`config.mk`:
```
export PLATFORM = sky130hd
export DESIGN_NAME = ahb_bridge_sched
export DESIGN_NICKNAME = d
export VERILOG_FILES = /design/src/rtl/ahb_bridge_pkg.sv /design/src/rtl/ahb_rr_arb2.sv /design/src/rtl/ahb_bridge_sched.sv
export SDC_FILE = /design/constraint.sdc
export NUM_CORES = 1
export LEC_CHECK = 0
export CAP_MARGIN = 0
export CORE_MARGIN = 2
export CORE_UTILIZATION = 45
export CTS_BUF_LIST = sky130_fd_sc_hd__clkbuf_16
export DETAILED_ROUTE_END_ITERATION = 16
export DONT_BUFFER_PORTS = 1
export PLACE_DENSITY = 0.7
export SYNTH_ARGS = -nofsm -noshare
export SYNTH_HDL_FRONTEND = slang
export SYNTH_SLANG_ARGS = --single-unit
```
`constraint.sdc`:
```
create_clock -name clk -period 2.4 [get_ports clk]
set_clock_uncertainty 0.1 [all_clocks]
set_input_delay 0.72 -clock clk [delete_from_list [all_inputs] [get_ports clk]]
set_output_delay 0.72 -clock clk [all_outputs]
set_load 0.01 [all_outputs]
```
`src/rtl/ahb_bridge_pkg.sv`:
```
// Shared types and constants for the two-requester AHB bridge scheduler.
package ahb_bridge_pkg;

    typedef enum logic [2:0] {
        ST_IDLE   = 3'd0,
        ST_ISSUE  = 3'd1,
        ST_WAIT   = 3'd2,
        ST_GAP    = 3'd3,
        ST_REJECT = 3'd4
    } state_e;

    localparam logic [1:0]  HTRANS_NONSEQ = 2'b10;
    localparam logic [1:0]  HRESP_OKAY    = 2'b00;
    localparam logic [31:0] ADDR_LO_DEF   = 32'h8000_0000;
    localparam logic [31:0] ADDR_HI_DEF   = 32'h8C00_0000;

    function automatic logic in_window(input logic [31:0] addr,
                                       input logic [31:0] lo,
                                       input logic [31:0] hi);
        return (addr >= lo) && (addr < hi);
    endfunction

endpackage

```
`src/rtl/ahb_rr_arb2.sv`:
```
// Two-way round-robin arbiter; the last-granted requester loses a tie.
module ahb_rr_arb2 (
    input  logic       clk,
    input  logic       rst,
    input  logic [1:0] req,
    input  logic       advance,
    output logic [1:0] gnt
);

    logic last_q, last_d;

    always_comb begin
        gnt = 2'b00;
        case (req)
            2'b01:   gnt = 2'b01;
            2'b10:   gnt = 2'b10;
            2'b11:   gnt = last_q ? 2'b01 : 2'b10;
            default: gnt = 2'b00;
        endcase
        last_d = last_q;
        if (advance && (|req)) last_d = gnt[1];
    end

    // Pointer starts at requester 1 so requester 0 wins the first tie.
    always_ff @(posedge clk) begin
        if (rst) last_q <= 1'b1;
        else     last_q <= last_d;
    end

endmodule

```
`src/rtl/ahb_bridge_sched.sv`:
```
// Schedules single transfers from two requesters onto an AHB bridge port,
// with a fixed idle gap after every transfer and a WAIT timeout.
//   state  | meaning
//   IDLE   | arbitrate pending requests
//   ISSUE  | one-cycle Hreadyin pulse with the latched transfer
//   WAIT   | wait for Hreadyout or timeout
//   GAP    | GAP_CYCLES forced idle cycles, m_done on the first
//   REJECT | out-of-window address: gnt/done/err together
module ahb_bridge_sched
    import ahb_bridge_pkg::*;
#(
    parameter int          GAP_CYCLES = 3,
    parameter int          TIMEOUT    = 16,
    parameter logic [31:0] ADDR_LO    = ADDR_LO_DEF,
    parameter logic [31:0] ADDR_HI    = ADDR_HI_DEF
) (
    input  logic            clk,
    input  logic            rst,
    input  logic [1:0]      m_req,
    input  logic [1:0]      m_write,
    input  logic [1:0][31:0] m_addr,
    input  logic [1:0][31:0] m_wdata,
    output logic [1:0]      m_gnt,
    output logic [1:0]      m_done,
    output logic            m_err,
    output logic [31:0]     m_rdata,
    output logic            Hwrite,
    output logic            Hreadyin,
    output logic [31:0]     Haddr,
    output logic [31:0]     Hwdata,
    output logic [1:0]      Htrans,
    input  logic            Hreadyout,
    input  logic [1:0]      Hresp,
    input  logic [31:0]     Hrdata
);

    localparam int CNT_MAX = (TIMEOUT > GAP_CYCLES) ? TIMEOUT : GAP_CYCLES;
    localparam int CNT_W   = $clog2(CNT_MAX + 1);
    localparam logic [CNT_W-1:0] WAIT_LOAD = CNT_W'(TIMEOUT - 1);
    localparam logic [CNT_W-1:0] GAP_LOAD  = CNT_W'(GAP_CYCLES - 1);

    state_e            state_q, state_d;
    logic [CNT_W-1:0]  cnt_q, cnt_d;
    logic              win_q, win_d;
    logic              hwrite_q, hwrite_d;
    logic              hreadyin_q, hreadyin_d;
    logic [31:0]       haddr_q, haddr_d;
    logic [31:0]       hwdata_q, hwdata_d;
    logic [1:0]        m_gnt_q, m_gnt_d;
    logic [1:0]        m_done_q, m_done_d;
    logic              m_err_q, m_err_d;
    logic [31:0]       m_rdata_q, m_rdata_d;

    logic [1:0]        arb_gnt;
    logic              arb_adv;
    logic              arb_idx;

    assign arb_adv = (state_q == ST_IDLE) && (|m_req);
    assign arb_idx = arb_gnt[1];

    ahb_rr_arb2 u_arb (
        .clk     (clk),
        .rst     (rst),
        .req     (m_req),
        .advance (arb_adv),
        .gnt     (arb_gnt)
    );

    always_comb begin
        state_d    = state_q;
        cnt_d      = cnt_q;
        win_d      = win_q;
        hwrite_d   = hwrite_q;
        haddr_d    = haddr_q;
        hwdata_d   = hwdata_q;
        hreadyin_d = 1'b0;
        m_gnt_d    = 2'b00;
        m_done_d   = 2'b00;
        m_err_d    = 1'b0;
        m_rdata_d  = m_rdata_q;

        case (state_q)
            ST_IDLE: begin
                if (|m_req) begin
                    win_d   = arb_idx;
                    m_gnt_d = arb_gnt;
                    if (in_window(m_addr[arb_idx], ADDR_LO, ADDR_HI)) begin
                        state_d    = ST_ISSUE;
                        hreadyin_d = 1'b1;
                        hwrite_d   = m_write[arb_idx];
                        haddr_d    = m_addr[arb_idx];
                        hwdata_d   = m_wdata[arb_idx];
                    end else begin
                        // Bus outputs keep the last issued transfer.
                        state_d  = ST_REJECT;
                        m_done_d = arb_gnt;
                        m_err_d  = 1'b1;
                    end
                end
            end
            ST_ISSUE: begin
                state_d = ST_WAIT;
                cnt_d   = WAIT_LOAD;
            end
            ST_WAIT: begin
                if (Hreadyout) begin
                    state_d  = ST_GAP;
                    cnt_d    = GAP_LOAD;
                    m_done_d = win_q ? 2'b10 : 2'b01;
                    m_err_d  = (Hresp != HRESP_OKAY);
                    if (!hwrite_q) m_rdata_d = Hrdata;
                end else if (cnt_q == '0) begin
                    state_d  = ST_GAP;
                    cnt_d    = GAP_LOAD;
                    m_done_d = win_q ? 2'b10 : 2'b01;
                    m_err_d  = 1'b1;
                end else begin
                    cnt_d = cnt_q - CNT_W'(1);
                end
            end
            ST_GAP: begin
                if (cnt_q == '0) state_d = ST_IDLE;
                else             cnt_d   = cnt_q - CNT_W'(1);
            end
            ST_REJECT: state_d = ST_IDLE;
            default:   state_d = ST_IDLE;
        endcase
    end

    always_ff @(posedge clk) begin
        if (rst) begin
            state_q    <= ST_IDLE;
            cnt_q      <= '0;
            win_q      <= 1'b0;
            hwrite_q   <= 1'b0;
            hreadyin_q <= 1'b0;
            haddr_q    <= '0;
            hwdata_q   <= '0;
            m_gnt_q    <= 2'b00;
            m_done_q   <= 2'b00;
            m_err_q    <= 1'b0;
            m_rdata_q  <= '0;
        end else begin
            state_q    <= state_d;
            cnt_q      <= cnt_d;
            win_q      <= win_d;
            hwrite_q   <= hwrite_d;
            hreadyin_q <= hreadyin_d;
            haddr_q    <= haddr_d;
            hwdata_q   <= hwdata_d;
            m_gnt_q    <= m_gnt_d;
            m_done_q   <= m_done_d;
            m_err_q    <= m_err_d;
            m_rdata_q  <= m_rdata_d;
        end
    end

    assign m_gnt    = m_gnt_q;
    assign m_done   = m_done_q;
    assign m_err    = m_err_q;
    assign m_rdata  = m_rdata_q;
    assign Hwrite   = hwrite_q;
    assign Hreadyin = hreadyin_q;
    assign Haddr    = haddr_q;
    assign Hwdata   = hwdata_q;
    assign Htrans   = HTRANS_NONSEQ;

endmodule
```
==> results of run 1 <==
-- synth_stat cells, types with 3 or more instances --
| cell type | instances |
|---|---|
| nand2_1 | 75 |
| buf_4 | 8 |
| o211a_1 | 61 |
| o21ai_0 | 5 |
| a31oi_1 | 3 |
| o211ai_1 | 61 |
| nor2_1 | 7 |
| dfxtp_1 | 113 |
| mux2i_1 | 61 |
| inv_1 | 6 |
| and3_1 | 4 |
| or3_1 | 3 |
| a21oi_1 | 39 |
| nor3_1 | 9 |
| clkbuf_1 | 47 |
| nor2b_1 | 3 |
-- routing by layer --
layer | up-vias | wire length [um] | track usage (%)
met3 | 8 | 1220 | 9.95
met5 | - | 0 | 0
li1 | 1961 | - | -
met1 | 1960 | 5240 | 24.5
met2 | 194 | 6880 | 36.4
met4 | 0 | 102 | 7.50
-- flip-flops by register name, summed over array words and instances (netlist names) --
register	flops
Haddr	32
Hwdata	32
m_rdata	32
cnt_q	5
state_q	3
m_done	2
m_gnt	2
Hreadyin	1
Hwrite	1
m_err	1
u_arb.last_q	1
win_q	1
-- worst max-delay path by stage --
| stage | from | cells past startpoint | end |
|---|---|---|---|
| 6_report | cnt_q[0]$_SDFFE_PP0P_ | 6 | state_q[0]$_SDFFE_PP0P_ |
| 5_1_grt | cnt_q[0]$_SDFFE_PP0P_ | 6 | cnt_q[2]$_SDFFE_PP0P_ |
| 3_3_place_gp | m_addr[28] | 6 | Hwdata[21]$_SDFFE_PP0P_ |
| 4_1_cts | m_addr[28] | 6 | Haddr[20]$_SDFFE_PP0P_ |
| 3_5_place_dp | m_addr[28] | 6 | Haddr[20]$_SDFFE_PP0P_ |
| 2_1_floorplan | m_addr[28] | 6 | Haddr[14]$_SDFFE_PP0P_ |
-- layout make-up --
class,instances,area share (%)
tap,140,2.95
timing repair buffer,21,4.34
sequential,113,38.1
clock buffer,17,7.17
inverter,7,0.443
clock inverter,14,2.95
multi-input combinational,363,44.0
-- cells in the final DEF, fill, tap and decap left out, drive strengths merged, types with 5 or more instances in the layout --
cell type	netlist	layout
dfxtp	113	113
nand2	75	75
mux2i	61	61
o211ai	61	61
o211a	61	61
a21oi	39	39
buf	9	21
clkbuf	47	17
inv	7	10
nor3	9	9
nor2	7	7
o21ai	5	5
-- cells by family (layout without fill, tap and decap cells) --
| kind of cell | count (synthesis) | count (layout) | synth area share (%) |
|---|---|---|---|
| mux | 61 | 61 | 11.9 |
| flops | 113 | 113 | 44.2 |
| simple gates | 116 | 116 | 10.5 |
| other cells | 2 | 2 | 0.147 |
| buf+inv | 63 | 59 | 5.23 |
| compound gates | 183 | 183 | 27.8 |
| fa+ha+maj | 1 | 1 | 0.244 |
-- worst max-delay path, delay by kind of cell, from the launching register on --
| family | cells | cell delay, ps |
|---|---|---|
| compound gates | 2 | 520 |
| fa+ha+maj | 1 | 240 |
| buf+inv | 1 | 80 |
| flops | 1 | 320 |
| simple gates | 2 | 750 |
-- per-stage QoR --
stage / std cells / setup WS, ps
floorplan: 539 / -18.3
global placement: 644 / -72.7
detailed placement: 644 / -107
CTS: 675 / 317
global route: 675 / 172
finish: 675 / 300
-- power groups by stage --
stage | logic [mW] | clock network, mW | registers [mW]
after floorplan | 0.373 | 0 | 2.03
after CTS | 0.455 | 2.61 | 2.02
after global routing | 0.499 | 2.71 | 2.02
final | 0.451 | 2.56 | 2.02
after detailed placement | 0.453 | 0 | 2.06
after global placement | 0.439 | 0 | 2.06
==> results.toml, run 1 <==
[placed_design]
io_buffers = 0
hpwl_um = 9550
placedInstanceArea_um2 = 5330
routability_congestion_estimate_from_global_placement = 0.784

[setup_path]
crit_path_top_delay_cell = "or4b_2"
cpPeakStageDelay_ps = 670
critical_path.cell_chain = "inv_1, ha_1, or4b_2, a31oi_1, nor3_1, a311oi_1"
cp_data_arrival_time_ps = 2300
timing.reg2reg.setup_slack_ps = 300
worstSetupEndpointType = "register"
crit_path_max_fanout = 5
worstSetupPathType = "reg2reg"
startpoint_type = "register"
critical_path_required_time_ps = 2600
worstReg2RegEnd = "state_q[0]$_SDFFE_PP0P_"
reg2reg_from = "cnt_q[0]$_SDFFE_PP0P_"
reg2regPathDepth = 6

[die]
core_region_area_um2 = 11000
fp.dieW_um = 111
initial_utilization_pct = 46.6
die-area_um2 = 12200
floorplan.die.height_um = 111
io_pins = 274
rows = 38

[cells_and_area]
layout.nets = 693
n_fill_cell = 950
post-route-util_pct = 54.0
seqCellArea_um2 = 2260
syn_to_final_growth_pct = 15.9
layout-drive-gt1-share_pct = 11.2
ant_diodes = 0
fin_area_um2 = 5930
multi_input_combinational_cell_area_um2 = 2610

[power_and_ir_drop]
vdd.ir_drop.worst_uv = 472
leakage_power_total_nw = 3.02
power_frac_comb_pct = 9.0
share_seq_of_total_power_pct = 40.2
pwr-share-clk_pct = 50.9
internal-power_mw = 3.84
total_power_mw = 5.03
power_per_cell_area_nw_per_um2 = 847
p_sw_mw = 1.19
switching_share_pct = 23.7

[clock_network]
ctsHtreeMaxLevel = 4
clock_path_buffers = 2
cts_tree = "yes"
numCtsBuffers = 17
numClockSinks = 113
postCtsResizedCells = 0
cts.root.buffer_cell = "clkbuf_16"
post_cts_buffers = 0
hold_buf_count_cts = 0
worst_setup_hold_path_clk_slew_ps = 50
worst_skew_pair.late_latency_ps = 400

[sta]
finalHoldWorstSlack_ps = 279
finalSetupTns_ps = 0
timing.slew.headroom_pct = 64.7
slew_viol_final = 0
timing_worst_slew_pin_value_ps = 524
min_period_ps = 2100
unrepaired_setup_endpoints_after_global_routing = "no"
report.final.setup_viol = 0
fin_crit_sh_pct = 87.5
maxClockFrequency_mhz = 476
finalHoldViolations = 0

[synth]
synth_top_flop_cell = "dfxtp_1"
mappedNetlistArea_um2 = 5120
synth.distinct_cells = 41
ys_seq_area_share_pct = 44.2
yosys_warnings = 0
synth_top_cell_by_area = "dfxtp_1"
netlist_top_cells_area = "dfxtp_1, mux2i_1, o211a_1"
synth_enable_flop_cells = 0
syn_inst = 539
postSynthRegisterBits = 113
mappedNetlistNets = 709
asyncSetResetFlopFracSynth_pct = 0
syn_avg_cell_area_um2 = 9.50
post-synth-top-area-fraction_pct = 44.2

[routing]
ant_nets = 0
post_drt_via_cell_ratio = 6.11
vias = 4123
drt_wl_total_um = 13400
detail_route.drc_violations = 0
detail_route.first_pass.iterations = 5
drt_iter0_drc = 340
wl_per_instance_um = 19.9

[job]
drv_cap = 0

[grt]
first_global_vias = 4142
initial_antenna_violation_count = 0
grtUsageTotal_pct = 21.7
largest_net_degree_at_the_start_of_global_routing = 67
global_route_wire_length_before_repair_um = 21200
overflow_after_grt = 0

[hold_path]
timing.hold.worst.class = "in2reg"
timing.hold.worst_path_depth = 1
hp-start = "rst"
hold-path-endpoint = "m_rdata[8]$_SDFFE_PP0P_"

[status]
status = "finished, final reports clean"
Power figures use the tool's default switching activity.
==> run 2: changes to the inputs <==
--- a/config.mk
+++ b/config.mk
@@ -12,6 +12,7 @@
 export DETAILED_ROUTE_END_ITERATION = 16
 export DONT_BUFFER_PORTS = 1
 export PLACE_DENSITY = 0.7
+export SLEW_MARGIN = 40
 export SYNTH_ARGS = -nofsm -noshare
 export SYNTH_HDL_FRONTEND = slang
 export SYNTH_SLANG_ARGS = --single-unit
==> constraint.sdc (replaced) <==
create_clock -name clk -period 2.4 [get_ports clk]
set_clock_uncertainty 0.1 [all_clocks]
set_input_delay 0.48 -clock clk [delete_from_list [all_inputs] [get_ports clk]]
set_output_delay 0.48 -clock clk [all_outputs]
set_load 0.01 [all_outputs]
==> run 2 against run 1 <==
  * Register-to-register slack gained 130 ps
  * Core utilization shrank 0.41 points
  * Global-route usage shrank 0.33 points
  * Sequential cell count is the same
  * Cell count shrank 1.0%
  * Maximum frequency grew 6.7%
  * Critical endpoint unchanged
  * Clock power is essentially flat
==> results.toml, run 2 (synthesis results as in run 1) <==
[status]
status = "finished, final reports clean"

[hold_path]
timing.hold.worst.class = "in2reg"
hold-path-endpoint = "m_rdata[3]$_SDFFE_PP0P_"
hp-start = "rst"
timing.hold.worst_path_depth = 1

[placed_design]
place_inst = 639
routability_congestion_estimate_from_global_placement = 0.799
placedInstanceArea_um2 = 5290
io_buffers = 0
hpwl_um = 9370

[die]
core_region_area_um2 = 11000
io_pins = 274
fp.dieW_um = 111
rows = 38
floorplan.die.height_um = 111
die-area_um2 = 12200
initial_utilization_pct = 46.6

[power_and_ir_drop]
power_per_cell_area_nw_per_um2 = 853
share_seq_of_total_power_pct = 40.2
vdd.ir_drop.worst_uv = 452
switching_share_pct = 23.6
pwr-share-clk_pct = 50.7
p_sw_mw = 1.19
power_frac_comb_pct = 9.1
leakage_power_total_nw = 2.99
internal-power_mw = 3.84

[cells_and_area]
most_common_cell_after_layout_fill_and_taps_aside = "dfxtp_1"
syn_to_final_growth_pct = 15.0
finish.cell_count_without_fillers = 668
fin_area_um2 = 5890
layout.nets = 688
seqCellArea_um2 = 2260
n_fill_cell = 975
final_cell_mix = "dfxtp_1, nand2_1, mux2i_1, o211ai_1, o211a_1"
multi_input_combinational_cell_area_um2 = 2610
ant_diodes = 0
layout-drive-gt1-share_pct = 10.2

[routing]
wl_per_instance_um = 19.9
drt_iter0_drc = 166
vias = 4093
post_drt_via_cell_ratio = 6.13
detail_route.first_pass.iterations = 4
ant_nets = 0
detail_route.drc_violations = 0
drt_wl_total_um = 13300

[sta]
slew_viol_final = 0
fin_crit_sh_pct = 82.0
finalHoldWorstSlack_ps = 40.2
finalHoldViolations = 0
timing.slew.headroom_pct = 65.1
min_period_ps = 1970
report.final.setup_viol = 0
maxClockFrequency_mhz = 508
unrepaired_setup_endpoints_after_global_routing = "no"
timing_worst_slew_pin_value_ps = 516
finalSetupTns_ps = 0

[grt]
first_global_vias = 4071
largest_net_degree_at_the_start_of_global_routing = 67
global_route_wire_length_before_repair_um = 21100
overflow_after_grt = 0
initial_antenna_violation_count = 0
grtUsageTotal_pct = 21.4

[setup_path]
timing.reg2reg.setup_slack_ps = 430
startpoint_type = "register"
crit_path_top_delay_cell = "or4b_2"
cpPeakStageDelay_ps = 660
reg2regPathDepth = 6
critical_path.cell_chain = "inv_1, ha_1, or4b_2, a31oi_1, nor3_1, a311oi_1"
crit_path_max_fanout = 5
worstReg2RegEnd = "state_q[0]$_SDFFE_PP0P_"
worstSetupEndpointType = "register"
worstSetupPathType = "reg2reg"
reg2reg_from = "cnt_q[0]$_SDFFE_PP0P_"
critical_path_required_time_ps = 2610
cp_data_arrival_time_ps = 2180

[clock_network]
worst_setup_hold_path_clk_slew_ps = 50
ctsHtreeMaxLevel = 4
hold_buf_count_cts = 0
numCtsBuffers = 17
clock_path_buffers = 2
worst_skew_pair.late_latency_ps = 400
cts.root.buffer_cell = "clkbuf_16"
cts_tree = "yes"
postCtsResizedCells = 0
post_cts_buffers = 0
numClockSinks = 113

[job]
drv_cap = 0
## run 2: power groups by stage
stage	Sequential (mW)	Clock, mW	Combinational, mW
floorplan	2.03	0	0.371
global placement	2.05	0	0.443
detailed placement	2.06	0	0.458
CTS	2.02	2.60	0.459
global route	2.03	2.67	0.506
finish	2.02	2.55	0.457
## run 2: worst max path at each step
stage | startpoint | to | slack [ps] | cells after the start
2_1_floorplan | m_addr[28] | Hwrite$_SDFFE_PP0P_ | 150 | 5
3_3_place_gp | m_addr[28] | Haddr[29]$_SDFFE_PP0P_ | 100 | 5
3_5_place_dp | m_addr[28] | Haddr[29]$_SDFFE_PP0P_ | 40 | 5
4_1_cts | cnt_q[0]$_SDFFE_PP0P_ | state_q[0]$_SDFFE_PP0P_ | 440 | 6
5_1_grt | cnt_q[0]$_SDFFE_PP0P_ | state_q[0]$_SDFFE_PP0P_ | 320 | 6
6_report | cnt_q[0]$_SDFFE_PP0P_ | state_q[0]$_SDFFE_PP0P_ | 430 | 6
## run 2: worst max-delay path: cells and delay by family, from the launching register on
kind	cells	cell delay, ps
AO/OA/AOI/OAI	2	440
adder cells (fa/ha/maj)	1	220
buffers and inverters	1	80
AND/OR/NAND/NOR	2	720
flip-flops	1	320
## run 2: area by class of cell
class,instances,area share [%]
clock inverters,12,2.91
well taps,140,2.97
multi-input cells,363,44.3
repair buffers,16,3.74
inverters,7,0.446
flip-flops and latches,113,38.4
clock buffers,17,7.22
## run 2: per-stage QoR
stage | total power, mW | utilization [%] | setup WS [ps]
after floorplan | 2.41 | - | 148
after global placement | 2.50 | 48.2 | 103
after detailed placement | 2.52 | 48.2 | 39.8
after CTS | 5.08 | 53.6 | 435
after global routing | 5.20 | 53.6 | 324
final | 5.03 | 53.6 | 431
## run 2: per-layer routing
metal	up-vias	part of all wire [%]	GRT usage, %
met5	-	0	0
met2	191	49	35.5
met1	1930	40	24.4
li1	1951	-	-
met4	0	1.9	9.33
met3	21	9.4	8.42
